`config.mk`:
```
export PLATFORM = sky130hd
export DESIGN_NAME = trigger_sequencer
export DESIGN_NICKNAME = d
export VERILOG_FILES = /design/src/rtl/trigger_sequencer.sv
export SDC_FILE = /design/constraint.sdc
export NUM_CORES = 2
export LEC_CHECK = 0
export ABC_AREA = 0
export BUFFER_PORTS_ARGS = -buffer_cell sky130_fd_sc_hd__buf_2
export CAP_MARGIN = 10
export CORE_MARGIN = 2
export CORE_UTILIZATION = 55
export DETAILED_ROUTE_END_ITERATION = 6
export PLACE_DENSITY = 0.73
export SLEW_MARGIN = 20
export SYNTH_ARGS = -nofsm -noshare
export SYNTH_HDL_FRONTEND = slang
export SYNTH_SLANG_ARGS = --single-unit
export TNS_END_PERCENT = 100
```
`constraint.sdc`:
```
create_clock -name ipClk -period 20.8 [get_ports ipClk]
set_input_delay 3.12 -clock ipClk [delete_from_list [all_inputs] [get_ports ipClk]]
set_output_delay 3.12 -clock ipClk [all_outputs]
set_load 0.01 [all_outputs]
```
`src/rtl/trigger_sequencer.sv`:
```
// trigger_sequencer: multi-channel pulse train generator started by a master trigger edge.
// Each enabled channel snapshots its delay/length/period/count at the accepted edge and then
// runs its own train, so register writes never disturb a train already in flight.
// Ports:
//   ipClk, ipReset          clock, async active-high reset
//   ipEnable[N]             per-channel enable
//   ipDelay/ipLength/ipPeriod [N*W]  per-channel timing, cycles
//   ipCount[N*CW]           pulses per train, 0 = continuous
//   ipMasterTrigger         level input, rising edge starts sequences
//   opTrigger/opBusy/opOverrun [N]   registered per-channel outputs

module trigger_sequencer_ch #(
  parameter int W  = 32,
  parameter int CW = 8
) (
  input  logic          ipClk,
  input  logic          ipReset,
  input  logic          ipEnable,
  input  logic [W-1:0]  ipDelay,
  input  logic [W-1:0]  ipLength,
  input  logic [W-1:0]  ipPeriod,
  input  logic [CW-1:0] ipCount,
  input  logic          ipAccept,
  output logic          opTrigger,
  output logic          opBusy,
  output logic          opOverrun
);
  typedef enum logic [1:0] {IDLE, DELAY, HIGH, LOW} state_t;

  state_t        state;
  logic [W-1:0]  cnt;      // cycles left in the current state
  logic [W-1:0]  hiLen;    // max(L,1): HIGH always occupies at least one cycle
  logic [W-1:0]  lowLen;   // Peff - hiLen, may be 0 only when L=0
  logic [CW-1:0] cSnap;
  logic [CW-1:0] pcnt;     // pulses started, saturating
  logic          pulseOn;  // L != 0

  logic [W-1:0]  inHi, inLow;
  logic [CW-1:0] pcntInc;
  logic          lastPulse, finishing, startNow;

  // Peff = max(P, L+1); low time is rise-to-rise spacing minus the HIGH time.
  assign inHi    = (ipLength == '0) ? W'(1) : ipLength;
  assign inLow   = (ipPeriod > ipLength) ? (ipPeriod - inHi) :
                   ((ipLength == '0) ? '0 : W'(1));
  assign pcntInc = (pcnt == '1) ? pcnt : pcnt + CW'(1);

  assign lastPulse = (cSnap != '0) && (pcnt == cSnap);
  // Final HIGH cycle of a finite train: a new edge here is a clean back-to-back start.
  assign finishing = (state == HIGH) && (cnt <= W'(1)) && lastPulse;
  assign startNow  = ipAccept && ipEnable && ((state == IDLE) || finishing);

  always_ff @(posedge ipClk or posedge ipReset) begin
    if (ipReset) begin
      state     <= IDLE;
      cnt       <= '0;
      hiLen     <= '0;
      lowLen    <= '0;
      cSnap     <= '0;
      pcnt      <= '0;
      pulseOn   <= 1'b0;
      opTrigger <= 1'b0;
      opBusy    <= 1'b0;
      opOverrun <= 1'b0;
    end else begin
      opOverrun <= ipAccept && ipEnable && (state != IDLE) && !finishing;
      if (startNow) begin
        hiLen   <= inHi;
        lowLen  <= inLow;
        cSnap   <= ipCount;
        pulseOn <= (ipLength != '0);
        opBusy  <= 1'b1;
        if (ipDelay == '0) begin
          state     <= HIGH;
          cnt       <= inHi;
          pcnt      <= CW'(1);
          opTrigger <= (ipLength != '0);
        end else begin
          state     <= DELAY;
          cnt       <= ipDelay;
          pcnt      <= '0;
          opTrigger <= 1'b0;
        end
      end else if ((state != IDLE) && !ipEnable) begin
        state     <= IDLE;
        opTrigger <= 1'b0;
        opBusy    <= 1'b0;
      end else begin
        case (state)
          DELAY, LOW: begin
            if (cnt <= W'(1)) begin
              state     <= HIGH;
              cnt       <= hiLen;
              pcnt      <= pcntInc;
              opTrigger <= pulseOn;
            end else begin
              cnt <= cnt - W'(1);
            end
          end
          HIGH: begin
            if (cnt <= W'(1)) begin
              if (lastPulse) begin
                state     <= IDLE;
                opTrigger <= 1'b0;
                opBusy    <= 1'b0;
              end else if (lowLen == '0) begin
                // L=0 with Peff=1: invisible pulse every cycle
                cnt  <= hiLen;
                pcnt <= pcntInc;
              end else begin
                state     <= LOW;
                cnt       <= lowLen;
                opTrigger <= 1'b0;
              end
            end else begin
              cnt <= cnt - W'(1);
            end
          end
          default: ;
        endcase
      end
    end
  end
endmodule

module trigger_sequencer #(
  parameter int N  = 4,
  parameter int W  = 32,
  parameter int CW = 8
) (
  input  logic            ipClk,
  input  logic            ipReset,
  input  logic [N-1:0]    ipEnable,
  input  logic [N*W-1:0]  ipDelay,
  input  logic [N*W-1:0]  ipLength,
  input  logic [N*W-1:0]  ipPeriod,
  input  logic [N*CW-1:0] ipCount,
  input  logic            ipMasterTrigger,
  output logic [N-1:0]    opTrigger,
  output logic [N-1:0]    opBusy,
  output logic [N-1:0]    opOverrun
);
  // prev resets to 1 so a trigger held high through reset release is not an edge
  logic prev, accept;

  always_ff @(posedge ipClk or posedge ipReset) begin
    if (ipReset) prev <= 1'b1;
    else         prev <= ipMasterTrigger;
  end

  assign accept = ipMasterTrigger && !prev;

  for (genvar gi = 0; gi < N; gi++) begin : gCh
    trigger_sequencer_ch #(.W(W), .CW(CW)) uCh (
      .ipClk     (ipClk),
      .ipReset   (ipReset),
      .ipEnable  (ipEnable[gi]),
      .ipDelay   (ipDelay[gi*W +: W]),
      .ipLength  (ipLength[gi*W +: W]),
      .ipPeriod  (ipPeriod[gi*W +: W]),
      .ipCount   (ipCount[gi*CW +: CW]),
      .ipAccept  (accept),
      .opTrigger (opTrigger[gi]),
      .opBusy    (opBusy[gi]),
      .opOverrun (opOverrun[gi])
    );
  end
endmodule

```
* After elaboration in Yosys (flattened, before gate mapping)
Index checks and enable logic that the tools add are counted.
Cells by class: reduce and logical (&&, ||, !) cells 114, $lt $le $gt $ge 8, muxes and demuxes 164, add/subtract/negate cells 12, equal/unequal tests 56
Operator list (number):
- $mux W32 | 36
- $logic_not A32 Y1 | 12
- $pmux W32 S2 | 4
- $mux W8 | 28
- $gt A32 B32 Y1 | 4
- $le A32 B1 Y1 const B | 4
- $reduce_bool A32 Y1 | 4
- $sub A32 B1 Y32 const B | 4
- $sub A32 B32 Y32 | 4
- $pmux W8 S2 | 4
- $mux W1 | 56
- $mux W2 | 28
- $reduce_bool A3 Y1 | 16
- $logic_and A1 B1 Y1 | 33
- $add A8 B1 Y8 const B | 4
- $eq A8 B8 Y1 | 4
- $eq A8 B8 Y1 const B | 4
- $reduce_bool A8 Y1 | 4
- $ne A3 B2 Y1 const B | 8
- $reduce_and A3 Y1 | 8
- $reduce_and A6 Y1 | 4
- $ne A5 B3 Y1 const B | 4
- $eq A2 B2 Y1 const B | 8
- $ne A4 B1 Y1 const B | 4
- other kinds (15) | 65
Storage, ports and cells: logic and storage cells 395, output and inout port bits 12, bits in registers 473, input port bits 423

* Logic depth before layout (Yosys ltp)
word-level depth 8, mapped depth 16, depth with buffers taken out 16

* By module
A second synthesis with hierarchy kept.
Second synthesis, totals: cells, all modules 4397, area, all modules 36135.9 um^2
Modules (own cells, without submodules):
- trigger_sequencer_ch at gCh[0].uCh ... | times used 2, area an instance 9058.7 um^2, cells each 1114, seq. area each 2952.8 um^2
- trigger_sequencer_ch at gCh[2].uCh | times used 1, area an instance 9017.4 um^2, cells each 1076, seq. area each 2952.8 um^2
- trigger_sequencer_ch at gCh[3].uCh | times used 1, area an instance 8957.3 um^2, cells each 1090, seq. area each 2952.8 um^2
- trigger_sequencer | times used 1, area an instance 43.8 um^2, cells each 3, seq. area each 26.3 um^2

* Worst setup path before layout
OpenSTA, ideal clock, no wires.
kind input -> register, start input ipLength[76], end register gCh[2].uCh.lowLen[30], buffers on the path 0, stages 16, arrival 6348 ps, data required time 20679 ps, setup time 121 ps, path slack 14331 ps, cells stage by stage nor4_1 > nand4_1 > nor2_1 > or2_2 > ha_1 > fa_1 > nor2b_1 > o2111ai_1 > a311o_1 > a31oi_1 > a31oi_1 > o21ai_0 > a31oi_1 > o311ai_0 > xor2_1 > a22o_1
Between the ends: longest elaborated chain between the ends 4, elaborated cells on any way between the ends 5, classes of those cells 1 x add/sub; 1 x order compare; 2 x mux; 1 x reduce/logical
Ends and longest elaborated chain:
- start: declaration | RTL line 135 | input logic [N*W-1:0] ipLength,
- $logic_not A32 Y1 | RTL line 43 | assign inHi = (ipLength == '0) ? W'(1) : ipLength;
- $mux W32 | RTL line 43
- net gCh[2].uCh.inHi[0] | RTL line 38 | logic [W-1:0] inHi, inLow;
- $sub A32 B32 Y32 | RTL line 44 | assign inLow = (ipPeriod > ipLength) ? (ipPeriod - inHi) :
- $mux W32 | RTL line 44
- end signal: assignment | RTL line 69 | lowLen <= inLow;
- end: declaration | RTL line 33 | logic [W-1:0] lowLen;
The timed path passes the listed nets, and every way through them passes these cells. A chain may end at the register's enable or synchronous reset.

* Final worst setup path
start input ipLength[44], end register gCh[1].uCh.lowLen[30]
Between the ends: longest elaborated chain between the ends 4, elaborated cells on any way between the ends 5, classes of those cells 1 x add/sub; 1 x order compare; 2 x mux; 1 x reduce/logical
Ends and longest elaborated chain (RTL line):
- $logic_not A32 Y1 | 43
- $mux W32 | 43
- net gCh[1].uCh.inHi[0] | 38
- $sub A32 B32 Y32 | 44
- $mux W32 | 44
- end signal: assignment | 69
- end: declaration | 33
The timed path passes the listed nets, and every way through them passes these cells.

==> impl_metrics.toml <==
[clock_tree]
cts.root.buffer_cell = "clkbuf_16"
clock_tree_from_tritoncts = "done"
clock_sinks = 473
ctsResizeCount = 0
clockBufferDepth = 3
htree_num_levels = 2
insertion_delay_ps = 610
cts.clk_slew.worst_paths_ps = 60
numCtsBuffers = 54
postCtsSetupRepairBufs = 0
postCtsHoldBufs = 0

[synth]
syn_area_per_cell_um2 = 8.16
synth_simple_gate_area_share_pct = 18.8
ys_seq_elements = 473
synth.yosys.seq_area_share_pct = 33.8
synth_cell_types = 75
synth_cells = 4290
synth_largest_area_cell = "dfrtp_1"
ys.flop_type = "dfrtp_1"
synth_enable_flop_cells = 0
async_flop_share_pct = 100
synth_largest_type_area_fraction_pct = 33.7
synthMostInstantiatedCell = "nand2_1"
synth-xor-area-share_pct = 6.43
synthMuxAreaShare_pct = 4.09
synth_top_cells_by_count = "nand2_1, dfrtp_1, a21oi_1"
synth.cell_area_um2 = 35000
synth.net_count = 4981
yosys.area_share.adder_pct = 9.66
synthTopCellsByArea = "dfrtp_1, ha_1, nand2_1, a21oi_1, o21ai_0"
synth.yosys.warnings = 0
dominant_combinational_cell_family_by_area_after_synthesis = "compound AO/OA/AOI/OAI gates"
synth-compound-area-share_pct = 21.6

[pwr]
share_comb_of_total_power_pct = 39.7
cell_internal_pwr_uw = 2700
p_leak_uw = 0.0198
switchingPower_uw = 1800
ir_worst_vdd_v = 0.0000662
seqPwrFrac_pct = 37.5
sw_frac_of_total_pct = 39.9
powerDensity_nw_per_um2 = 113
clkPwrFrac_pct = 22.8

[timing]
fmax_mhz = 144
hold_ws_ps = 476
timing.slew.headroom_pct = 28.5
setup_tns_final_ps = 0
final-hold-violation-count = 0
clock-skew-final_ps = 21.6
setup-violations-final = 0
slew_viol_final = 0
period_needed_ps = 6960
grt_setup_unrepaired = "false"
max_slew.worst_pin.slew_ps = 1070
post-route-period-util_pct = 33.5

[global_route]
largest_net_degree_at_the_start_of_global_routing = 129
grt.total_usage_pct = 34.1
gr-total-overflow = 0
first_global_vias = 31234
grt_pass1_wl_um = 178000
antenna_found_initial = 16

[worst_setup_path]
timing_worst_setup_path_type = "primary input to register"
crit_required_ps = 21300
critical_path.max_fanout = 5
timing.critical_path.cells = "buf_2 -> nor4_1 -> nand4_1 -> nor2_1 -> or2_2 -> ha_1 -> fa_1 -> nor2b_1 -> o21ai_0 -> a21o_1 -> a21oi_1 -> a31o_2 -> a31oi_1 -> o21ai_0 -> o41ai_1 -> xnor2_1 -> a22o_1"
max_stage_delay_ps = 580
crit_path_start_kind = "primary input"
endpoint_kind = "register"
cell_with_the_largest_stage_delay_on_the_worst_path = "a31oi_1"
cpMostUsedCell = "o21ai_0"
cp_data_arrival_time_ps = 7460

[floorplan]
start_util_pct = 55.6
coreArea_um2 = 63000
io_pins = 435
num_rows = 92
die_w_um = 256
die_y_um = 256
floorplan.die_area_um2 = 65700

[finish]
register_area_um2 = 11800
layout-drive-gt1-share_pct = 13.2
multi_input_gate_area_um2 = 21300
areaGrowthSynthToFinish_pct = 13.4
n_fill_cell = 5626
utilization_pct = 63.0
final_nets = 5293

[route]
avg_wl_per_cell_um = 20.9
final_wirelength_um = 115000
vias = 33325
detail_route.iter0.violations = 3296
antenna_left = 0
drtPass1Iterations = 7
post-route-drc-count = 0
detail_route.vias_per_cell = 6.06

[placement]
place.detailed.hpwl_um = 88700
io_buffer_count = 434
place_congestion = 1.01

[run_status]
status = "finished clean"

[worst_hold_path]
min_path_type = "register to register"

[run]
max_cap_violations = 0
cell families after synthesis:
kind of cell | count (synthesis)
adders and majority gates | 268
muxes | 141
AOI/OAI and AO/OA | 1206
DFF | 473
buffers and inverters | 514
xor gates and xnor gates | 257
and+or+nand+nor | 1431
worst paths after layout:
check | slack [ps] | depth (start not counted) | to | from
max | 13840 | 17 | gCh[1].uCh.lowLen[30] | ipLength[44]
min | 480 | 2 | gCh[0].uCh.hiLen[0] | gCh[0].uCh.hiLen[0]
max reg2reg | 14980 | 9 | gCh[3].uCh.lowLen[28] | gCh[3].uCh.cnt[24]
min reg2reg | 480 | 2 | gCh[0].uCh.hiLen[0] | gCh[0].uCh.hiLen[0]
max in group asynchronous | 14920 | 5 | gCh[1].uCh.hiLen[7] | ipReset
min in group asynchronous | 2660 | 2 | gCh[0].uCh.hiLen[6] | ipReset
state kept, by name, indices dropped and copies added (netlist names):
name / cells
gCh.uCh.cnt: 128
gCh.uCh.hiLen: 128
gCh.uCh.lowLen: 128
gCh.uCh.cSnap: 32
gCh.uCh.pcnt: 32
gCh.uCh.state: 8
gCh.uCh.opBusy: 4
gCh.uCh.opOverrun: 4
gCh.uCh.opTrigger: 4
gCh.uCh.pulseOn: 4
prev: 1
layer usage:
layer	up-vias	part of all wire [%]	global-route usage [%]
met5	-	0.050	0
met4	8	4.1	14.1
met3	226	6.6	4.62
met2	1227	46	54.1
met1	15863	44	47.1
li1	16001	-	-
metrics by stage:
stage                     std cells  setup slack [ps]  area (µm²)  total power, µW
after floorplan                4290              4490       35000             2920
after global placement         5392             13420       37800             3410
after detailed placement       5392             13280       37800             3450
after CTS                      5489             13940       39700             4490
after global routing           5500             13500       39700             4810
final                          5501             13840       39700             4500
layout make-up:
class	count	area share, %
Multi-Input combinational cell	3303	53.7
Sequential cell	473	29.8
Timing Repair Buffer	466	6.08
Clock buffer	80	4.09
Antenna cell	12	0.0756
Inverter	304	2.89
Clock inverter	17	0.687
Tap cell	846	2.67
power groups by stage:
| stage | clock network, µW | registers (µW) | logic (µW) |
|---|---|---|---|
| finish | 1020 | 1690 | 1790 |
| global route | 1070 | 1740 | 2000 |
| CTS | 1040 | 1680 | 1770 |
| detailed placement | 0 | 1690 | 1760 |
| global placement | 0 | 1680 | 1730 |
| floorplan | 0 | 1570 | 1350 |
critical path, delay by kind of cell:
family	cells	cell delay, ps
adder cells (fa/ha/maj)	2	380
AND/OR/NAND/NOR	5	1300
AO/OA/AOI/OAI	8	2430
buffers and inverters	1	120
XOR/XNOR	1	110
cells in the final DEF (no fill, tap or decap), types with 45 or more instances in the layout:
cell | Yosys | layout
a211oi_1 | 50 | 50
a21o_1 | 108 | 108
a21oi_1 | 339 | 339
a22o_1 | 45 | 45
buf_2 | 11 | 434
clkbuf_16 | 0 | 57
dfrtp_1 | 472 | 472
ha_1 | 264 | 264
inv_1 | 304 | 303
mux2i_1 | 125 | 125
nand2_1 | 606 | 601
nand3_1 | 51 | 49
nand4_1 | 74 | 74
nor2_1 | 331 | 327
nor3_1 | 61 | 59
nor4_1 | 137 | 135
o21ai_0 | 326 | 326
o31ai_1 | 77 | 77
xnor2_1 | 120 | 120
xor2_1 | 137 | 137
(Power assumes the default switching activity.)
